### config.mk
export PLATFORM = sky130hd
export DESIGN_NAME = instr_loader
export DESIGN_NICKNAME = d
export VERILOG_FILES = /design/src/rtl/instr_loader.sv
export SDC_FILE = /design/constraint.sdc
export NUM_CORES = 1
export LEC_CHECK = 0
export CORE_AREA = 4 4 112 141
export DETAILED_ROUTE_END_ITERATION = 16
export DIE_AREA = 0 0 116 145
export DONT_BUFFER_PORTS = 1
export PLACE_DENSITY = 0.58
export RECOVER_POWER = 25
export REMOVE_ABC_BUFFERS = 1
export SYNTH_ARGS = -nofsm -noshare
export SYNTH_HDL_FRONTEND = slang
export SYNTH_SLANG_ARGS = --single-unit
export TNS_END_PERCENT = 10
### constraint.sdc
create_clock -name clk -period 5.2 [get_ports clk]
set_input_delay 0.78 -clock clk [delete_from_list [all_inputs] [get_ports clk]]
set_output_delay 0.78 -clock clk [all_outputs]
set_load 0.1 [all_outputs]
### src/rtl/instr_loader.sv
// Boot loader: takes a length-prefixed byte stream from the UART, packs it big-endian
// into instruction words and writes them to instruction memory, then releases the CPU.
module instr_loader #(
    parameter int unsigned DATA_WIDTH     = 32,
    parameter int unsigned BYTE_WIDTH     = 8,
    parameter int unsigned MAX_WORDS      = 64,
    parameter int unsigned TIMEOUT_CYCLES = 100000
) (
    input  logic                  clk,
    input  logic                  rst_n,
    input  logic                  start,
    input  logic [BYTE_WIDTH-1:0] byte_in,
    input  logic                  byte_valid,
    output logic [DATA_WIDTH-1:0] wr_data,
    output logic [BYTE_WIDTH-1:0] wr_addr,
    output logic                  wr_en,
    output logic                  busy,
    output logic                  done,
    output logic                  err,
    output logic                  cpu_run
);

    localparam int unsigned BPW  = DATA_WIDTH / BYTE_WIDTH;
    localparam int unsigned IDXW = (BPW > 2) ? $clog2(BPW) : 1;
    localparam int unsigned TW   = (TIMEOUT_CYCLES > 2) ? $clog2(TIMEOUT_CYCLES) : 1;

    localparam logic [IDXW-1:0]       LAST_IDX  = IDXW'(BPW - 1);
    localparam logic [BYTE_WIDTH-1:0] MAXW      = BYTE_WIDTH'(MAX_WORDS);
    localparam logic [BYTE_WIDTH-1:0] ADDR_STEP = BYTE_WIDTH'(BPW);
    localparam logic [TW-1:0]         TMAX      = TW'(TIMEOUT_CYCLES - 1);

    typedef enum logic [2:0] {
        S_IDLE,
        S_LEN,
        S_COLLECT,
        S_DONE,
        S_ERR
    } state_t;

    state_t                  state_q, state_d;
    logic [DATA_WIDTH-1:0]   shreg_q, shreg_d;
    logic [IDXW-1:0]         idx_q, idx_d;
    logic [BYTE_WIDTH-1:0]   cnt_q, cnt_d;
    logic [BYTE_WIDTH-1:0]   len_q, len_d;
    logic [BYTE_WIDTH-1:0]   addr_q, addr_d;
    logic [TW-1:0]           timer_q, timer_d;
    logic                    wr_en_q, wr_en_d;
    logic [DATA_WIDTH-1:0]   wr_data_q, wr_data_d;
    logic [BYTE_WIDTH-1:0]   wr_addr_q, wr_addr_d;
    logic [DATA_WIDTH-1:0]   shifted;

    assign shifted = {shreg_q[DATA_WIDTH-BYTE_WIDTH-1:0], byte_in};

    always_ff @(posedge clk or negedge rst_n) begin
        if (!rst_n) begin
            state_q   <= S_IDLE;
            shreg_q   <= '0;
            idx_q     <= '0;
            cnt_q     <= '0;
            len_q     <= '0;
            addr_q    <= '0;
            timer_q   <= '0;
            wr_en_q   <= 1'b0;
            wr_data_q <= '0;
            wr_addr_q <= '0;
        end else begin
            state_q   <= state_d;
            shreg_q   <= shreg_d;
            idx_q     <= idx_d;
            cnt_q     <= cnt_d;
            len_q     <= len_d;
            addr_q    <= addr_d;
            timer_q   <= timer_d;
            wr_en_q   <= wr_en_d;
            wr_data_q <= wr_data_d;
            wr_addr_q <= wr_addr_d;
        end
    end

    always_comb begin
        state_d   = state_q;
        shreg_d   = shreg_q;
        idx_d     = idx_q;
        cnt_d     = cnt_q;
        len_d     = len_q;
        addr_d    = addr_q;
        timer_d   = timer_q;
        wr_en_d   = 1'b0;
        wr_data_d = wr_data_q;
        wr_addr_d = wr_addr_q;

        case (state_q)
            S_IDLE, S_DONE, S_ERR: begin
                if (start) begin
                    state_d = S_LEN;
                    shreg_d = '0;
                    idx_d   = '0;
                    cnt_d   = '0;
                    addr_d  = '0;
                    timer_d = '0;
                end
            end
            S_LEN: begin
                if (byte_valid) begin
                    timer_d = '0;
                    if (byte_in == '0 || byte_in > MAXW) begin
                        state_d = S_ERR;
                    end else begin
                        len_d   = byte_in;
                        state_d = S_COLLECT;
                    end
                end else if (timer_q == TMAX) begin
                    state_d = S_ERR;
                end else begin
                    timer_d = timer_q + 1'b1;
                end
            end
            S_COLLECT: begin
                // cnt_q reaches len_q in the cycle the final word is strobed out
                if (cnt_q == len_q) begin
                    state_d = S_DONE;
                end else if (byte_valid) begin
                    timer_d = '0;
                    shreg_d = shifted;
                    idx_d   = idx_q + 1'b1;
                    if (idx_q == LAST_IDX) begin
                        wr_en_d   = 1'b1;
                        wr_data_d = shifted;
                        wr_addr_d = addr_q;
                        addr_d    = addr_q + ADDR_STEP;
                        cnt_d     = cnt_q + 1'b1;
                    end
                end else if (timer_q == TMAX) begin
                    state_d = S_ERR;
                end else begin
                    timer_d = timer_q + 1'b1;
                end
            end
            default: state_d = S_IDLE;
        endcase
    end

    assign wr_en   = wr_en_q;
    assign wr_data = wr_data_q;
    assign wr_addr = wr_addr_q;
    assign busy    = (state_q == S_LEN) || (state_q == S_COLLECT);
    assign done    = (state_q == S_DONE);
    assign err     = (state_q == S_ERR);
    assign cpu_run = (state_q == S_DONE);

endmodule
==> impl_metrics.env, run 1 <==
export IMPL_status="completed"
export IMPL_rows=49
export IMPL_end_kind="register"
export IMPL_detailed_place_hpwl_um=7010
export IMPL_synth_largest_area_cell="dfrtp_1"
export IMPL_setup_ws_ns=2.09
export IMPL_ys_warn_count=0
export IMPL_p_per_area_nw_per_um2=410
export IMPL_postRouteAntennaNets=0
export IMPL_post_place_ws_ns=2.03
export IMPL_pwr_share_seq=0.451
export IMPL_comb_power_share=0.242
export IMPL_fillCellCount=1432
export IMPL_antenna_found_initial=0
export IMPL_critPathLaunchType="register"
export IMPL_crit_fanout=31
export IMPL_path_clk_slew_ns=0.08
export IMPL_p_sw_frac=0.374
export IMPL_grt_pass1_vias=3398
export IMPL_yosysSeqAreaShare=0.522
export IMPL_post_cts_buffers=0
export IMPL_power_frac_clock=0.307
export IMPL_final_util=0.385
export IMPL_internal_power_uw=1420
export IMPL_clk_latency_ns=0.35
export IMPL_drc=0
export IMPL_grt_max_degree=108
export IMPL_syn2layout_area_growth_pct=7.73
export IMPL_max_vdd_ir_drop_mv=0.244
export IMPL_drv_cap=0
export IMPL_hold_path_class="in2async"
export IMPL_synth_edff_count=0
export IMPL_cts_root_buf="clkbuf_16"
export IMPL_numCtsBuffers=9
export IMPL_worstMarginPinSlew_ns=1.21
export IMPL_numClockSinks=107
export IMPL_min_period_ns=3.11
export IMPL_r2r_cells=5
export IMPL_r2r_slack_ns=2.09
export IMPL_vias=3429
export IMPL_drt_iter0_markers=270
export IMPL_mostFrequentLayoutCell="dfrtp_1"
export IMPL_htree_num_levels=3
export IMPL_synth_top_flop_cell="dfrtp_1"
export IMPL_grt_pass1_wl_um=18000
export IMPL_fin_tns_setup_ns=0
export IMPL_report_final_slew_viol_count=0
export IMPL_required_ns=5.43
export IMPL_dr_pass1_iters=4
export IMPL_ys_ff_latch=107
export IMPL_initial_core_util=0.358
export IMPL_p_switching_uw=849
export IMPL_n_antenna_cell=0
export IMPL_rsz0062_at_grt="false"
export IMPL_die_area_um2=16800
export IMPL_cts_resized=0
export IMPL_nNetsFinal=470
export IMPL_finalHoldViolations=0
export IMPL_cts_tree="done"
export IMPL_power_leakage_uw=0.00248
export IMPL_synthCells=473
export IMPL_synth_top_area_share=0.522
export IMPL_most_common_layout_cells="dfrtp_1 (107), nand2_1 (76), o21ai_1 (26)"
export IMPL_drive_gt1_frac=0.133
export IMPL_syn_avg_cell_area_um2=10.9
export IMPL_die_w_um=116
export IMPL_die_height_um=145
export IMPL_ctsHoldBuffers=0
export IMPL_fmax_mhz=321
export IMPL_core_region_area_um2=14300
export IMPL_synthTopCellsByArea="dfrtp_1 (52%), mux2_4 (5.9%), nand2_1 (5.6%)"
export IMPL_ios=57
export IMPL_crit_arrival_ns=3.34
export IMPL_timing_hold_ws_ns=0.118
export IMPL_portBuffers=0
export IMPL_finalCritPeriodShare=0.599
export IMPL_wl_per_cell_um=16.6
export IMPL_fin_skew_ns=0.0136
export IMPL_setup_violations_final=0
export IMPL_yosys_cell_types_count=60
export IMPL_r2r_end="wr_data[8]"
export IMPL_grt_use_total=0.130
export IMPL_gr_total_overflow=0
export IMPL_async_reset_ff_frac=1.00
export IMPL_slew_headroom=0.193
export IMPL_viasPerCell=5.38
export IMPL_wl_um=10600
export IMPL_cts_path_max_buffers=2
export IMPL_gp_routability_congestion=0.787
export IMPL_netlist_area_um2=5130
export IMPL_r2r_start="state_q[1]"
export IMPL_worstSetupPathType="reg2reg"
-- per-layer routing --
layer	global-route usage	routed length, um	vias up	share of wire
li1	-	-	1650	-
met2	0.202	5070	75	0.48
met3	0.0400	675	7	0.064
met5	0	0	-	0
met4	0.0389	95	0	0.0090
met1	0.175	4730	1697	0.45
-- power groups by stage --
stage	clock network, uW	registers (uW)	logic (uW)
after CTS	718	1020	554
after floorplan	0	1020	434
after global placement	0	1030	542
after global routing	752	1040	598
after detailed placement	0	1040	551
final	697	1020	548
-- cell usage after synthesis (2+ instances only) --
cell type  number
o31ai_1        19
xnor2_1         2
o21a_1          2
nand2_1        76
nor4_1          5
nor4bb_1        2
o41ai_1         2
a31oi_1        15
mux2_1         18
dfrtp_1       107
nor4_4          2
inv_1          11
buf_6           4
buf_2          10
nor3_1          5
ha_1            4
a21oi_1        12
buf_4           6
nand4_1         5
a21oi_2         2
o21ai_0        16
or3_1           2
clkbuf_1       13
nand4b_1        2
and3_1          5
xor2_1          8
nand3_1        17
nand2b_1        7
mux2_4         20
o21ai_1        26
or4_1           3
mux2_2          7
nor2b_1         3
o32ai_1         2
nor2_1          8
-- cell type report --
class                           instances  area, um2  area share
Tap cell                              178        223      0.0403
Clock inverter                          7       93.8      0.0170
Clock buffer                            9        225      0.0407
Sequential cell                       107       2680       0.484
Timing Repair Buffer                    3       22.5     0.00407
Inverter                               11       41.3     0.00747
Multi-Input combinational cell        322       2250       0.406
-- worst max path at each step --
stage	start	end	slack (ns)	depth (start not counted)
after floorplan	state_q[1]	addr_q[4]	0.31	5
after global placement	state_q[1]	wr_data[1]	2.16	5
after detailed placement	state_q[1]	wr_data[2]	2.03	5
after CTS	state_q[1]	wr_data[2]	2.02	5
after global routing	state_q[1]	wr_data[8]	1.82	5
final	state_q[1]	wr_data[8]	2.09	5
-- worst max-delay path, cell delays in order (launching register included) --
cell and delay, ns:
dfrtp_1 0.51, nor3b_2 0.59, nand3_1 0.23, a21oi_4 0.74, buf_4 0.55, mux2_1 0.37
-- flip-flops by register name, summed over array words and instances, names as in the netlist --
signal	cells
wr_data	32
cnt_q	8
wr_addr	6
wr_en	1
addr_q	6
state_q	3
shreg_q	24
idx_q	2
timer_q	17
len_q	8
-- stage by stage --
stage | cells | instance area, um2 | total power (uW)
2_1_floorplan | 440 | 4940 | 1450
3_3_place_gp | 621 | 5210 | 1570
3_5_place_dp | 621 | 5210 | 1590
4_1_cts | 637 | 5530 | 2290
5_1_grt | 637 | 5530 | 2390
6_report | 637 | 5530 | 2270
-- kinds of logic after synthesis --
| logic type | share of synthesized area |
|---|---|
| AOI/OAI and AO/OA | 0.127 |
| xor gates and xnor gates | 0.0171 |
| adders and majority gates | 0.00975 |
| buffers and inverters | 0.0458 |
| DFF | 0.522 |
| muxes | 0.115 |
| other | 0.000731 |
| and+or+nand+nor | 0.163 |
Note: power is estimated with default switching activity, not from simulation.
==> run 2: changes to the inputs <==
- clock period: 5.2 -> 3.17 ns (I/O delays scaled with it)
==> run 2 against run 1 <==
The run now ends with max-capacitance violations, max-slew violations left; wire length rose by 0.80%; sequential power is 65% higher; flip-flop and latch count did not move; die area is the same; clock power increased by 69%; setup slack worse by 1.3 ns; final cell count up 0.94%; count of clock-buffer cells in the layout stayed put; critical endpoint is now wr_data[2].
==> impl_metrics.env, run 2 (synthesis gave the netlist of run 1 again) <==
export IMPL_ios=57
export IMPL_power_leakage_uw=0.00251
export IMPL_r2r_slack_ns=0.79
export IMPL_die_w_um=116
export IMPL_core_region_area_um2=14300
export IMPL_cts_root_buf="clkbuf_16"
export IMPL_clk_latency_ns=0.35
export IMPL_ff_latch_area_um2=2680
export IMPL_r2r_start="state_q[1]"
export IMPL_htree_num_levels=3
export IMPL_fin_skew_ns=0.00808
export IMPL_drive_gt1_frac=0.144
export IMPL_violations="max-capacitance violations, max-slew violations"
export IMPL_vias=3436
export IMPL_holdPathEnd="state_q[2]"
export IMPL_p_per_area_nw_per_um2=685
export IMPL_mostFrequentLayoutCell="dfrtp_1"
export IMPL_most_common_layout_cells="dfrtp_1 (107), nand2_1 (76), o21ai_1 (26)"
export IMPL_report_final_slew_viol_count=108
export IMPL_die_area_um2=16800
export IMPL_gp_routability_congestion=0.780
export IMPL_grt_max_degree=108
export IMPL_portBuffers=0
export IMPL_ctsHoldBuffers=1
export IMPL_grt_use_total=0.130
export IMPL_wl_per_cell_um=16.6
export IMPL_drv_cap=1
export IMPL_crit_arrival_ns=2.61
export IMPL_die_height_um=145
export IMPL_grt_pass1_wl_um=17700
export IMPL_end_kind="register"
export IMPL_grt_pass1_vias=3367
export IMPL_crit_fanout=30
export IMPL_path_clk_slew_ns=0.08
export IMPL_hold_path_class="in2reg"
export IMPL_syn2layout_area_growth_pct=8.46
export IMPL_drt_iter0_markers=189
export IMPL_rsz0062_at_grt="false"
export IMPL_critPathLaunchType="register"
export IMPL_r2r_end="wr_data[2]"
export IMPL_setup_ws_ns=0.792
export IMPL_finalCritPeriodShare=0.750
export IMPL_largest_reg_flops=32
export IMPL_worstSetupPathType="reg2reg"
export IMPL_wl_um=10700
export IMPL_dr_pass1_iters=4
export IMPL_post_place_ws_ns=0.793
export IMPL_viasPerCell=5.34
export IMPL_multi_input_area_um2=2250
export IMPL_required_ns=3.40
export IMPL_gr_total_overflow=0
export IMPL_nNetsFinal=476
export IMPL_status="finished with violations"
export IMPL_min_from="start"
export IMPL_numCtsBuffers=9
export IMPL_min_period_ns=2.38
export IMPL_cts_tree="done"
export IMPL_max_vdd_ir_drop_mv=0.689
export IMPL_p_total_uw=3810
export IMPL_slew_headroom=-0.565
export IMPL_fin_tns_setup_ns=0
export IMPL_detailed_place_hpwl_um=7120
export IMPL_initial_core_util=0.358
export IMPL_r2r_cells=6
export IMPL_holdPathStages=1
export IMPL_fmax_mhz=420
export IMPL_drc=0
export IMPL_setup_violations_final=0
export IMPL_postRouteAntennaNets=0
export IMPL_cts_resized=0
export IMPL_fillCellCount=1414
export IMPL_antenna_found_initial=0
export IMPL_rows=49
export IMPL_post_cts_buffers=0
export IMPL_finalHoldViolations=0
export IMPL_worstMarginPinSlew_ns=2.35
export IMPL_numClockSinks=107
export IMPL_cts_path_max_buffers=2
export IMPL_n_antenna_cell=0
==> run 2: changes by cell type in the layout (fill, tap and decap cells not counted), sizes merged <==
| cell | delta |
|---|---|
| clkinv | -5 |
| buf | +6 |
| inv | +3 |
| bufinv | +1 |
| clkinvlp | +1 |
==> run 2: area by class of cell <==
class / instances / share of cell area
Sequential cell: 107 / 0.481
Multi-Input combinational cell: 322 / 0.403
Clock buffer: 9 / 0.0405
Tap cell: 178 / 0.0400
Clock inverter: 7 / 0.0160
Timing Repair Buffer: 9 / 0.0117
Inverter: 11 / 0.00742
==> run 2: worst max-delay path, cell delays in order (launching register included) <==
cell	delay, ns
dfrtp_1	0.51
nor3b_2	0.22
buf_4	0.20
nand3_1	0.13
a21oi_4	0.40
buf_4	0.42
mux2_1	0.37
==> run 2: metrics by stage <==
step | instances | instance area (um2) | hold slack, ns | util
floorplan | 440 | 4940 | 0.180 | -
global placement | 626 | 5250 | 0.184 | 0.366
detailed placement | 626 | 5250 | 0.185 | 0.366
CTS | 643 | 5590 | 0.0941 | 0.390
global route | 643 | 5570 | 0.199 | 0.388
finish | 643 | 5570 | 0.218 | 0.388
==> run 2: power breakdown <==
group          leakage (uW)  total [uW]  internal, uW  switching (uW)
logic              0.000882         954           291             663
registers           0.00147        1680          1490             186
clock network      0.000152        1180           636             548
total               0.00251        3810          2420            1400
==> run 2: worst max-delay path by stage <==
stage / slack [ns] / start / cells past startpoint / end
after floorplan: -1.72 / state_q[1] / 5 / addr_q[4]
after global placement: 0.84 / state_q[2] / 6 / wr_addr[4]
after detailed placement: 0.79 / state_q[1] / 6 / wr_data[10]
after CTS: 0.77 / state_q[1] / 6 / wr_addr[2]
after global routing: 0.48 / rst_n / 1 / wr_addr[2]
final: 0.79 / state_q[1] / 6 / wr_data[2]
==> run 2: routing by layer <==
metal  up-vias  global-route usage  wire length (um)  part of all wire
met4         0              0.0429               145             0.014
met3        11              0.0304               423             0.040
met2        63               0.209              5270              0.49
met1      1695               0.173              4810              0.45
met5         -                   0                 0                 0
li1       1667                   -                 -                 -
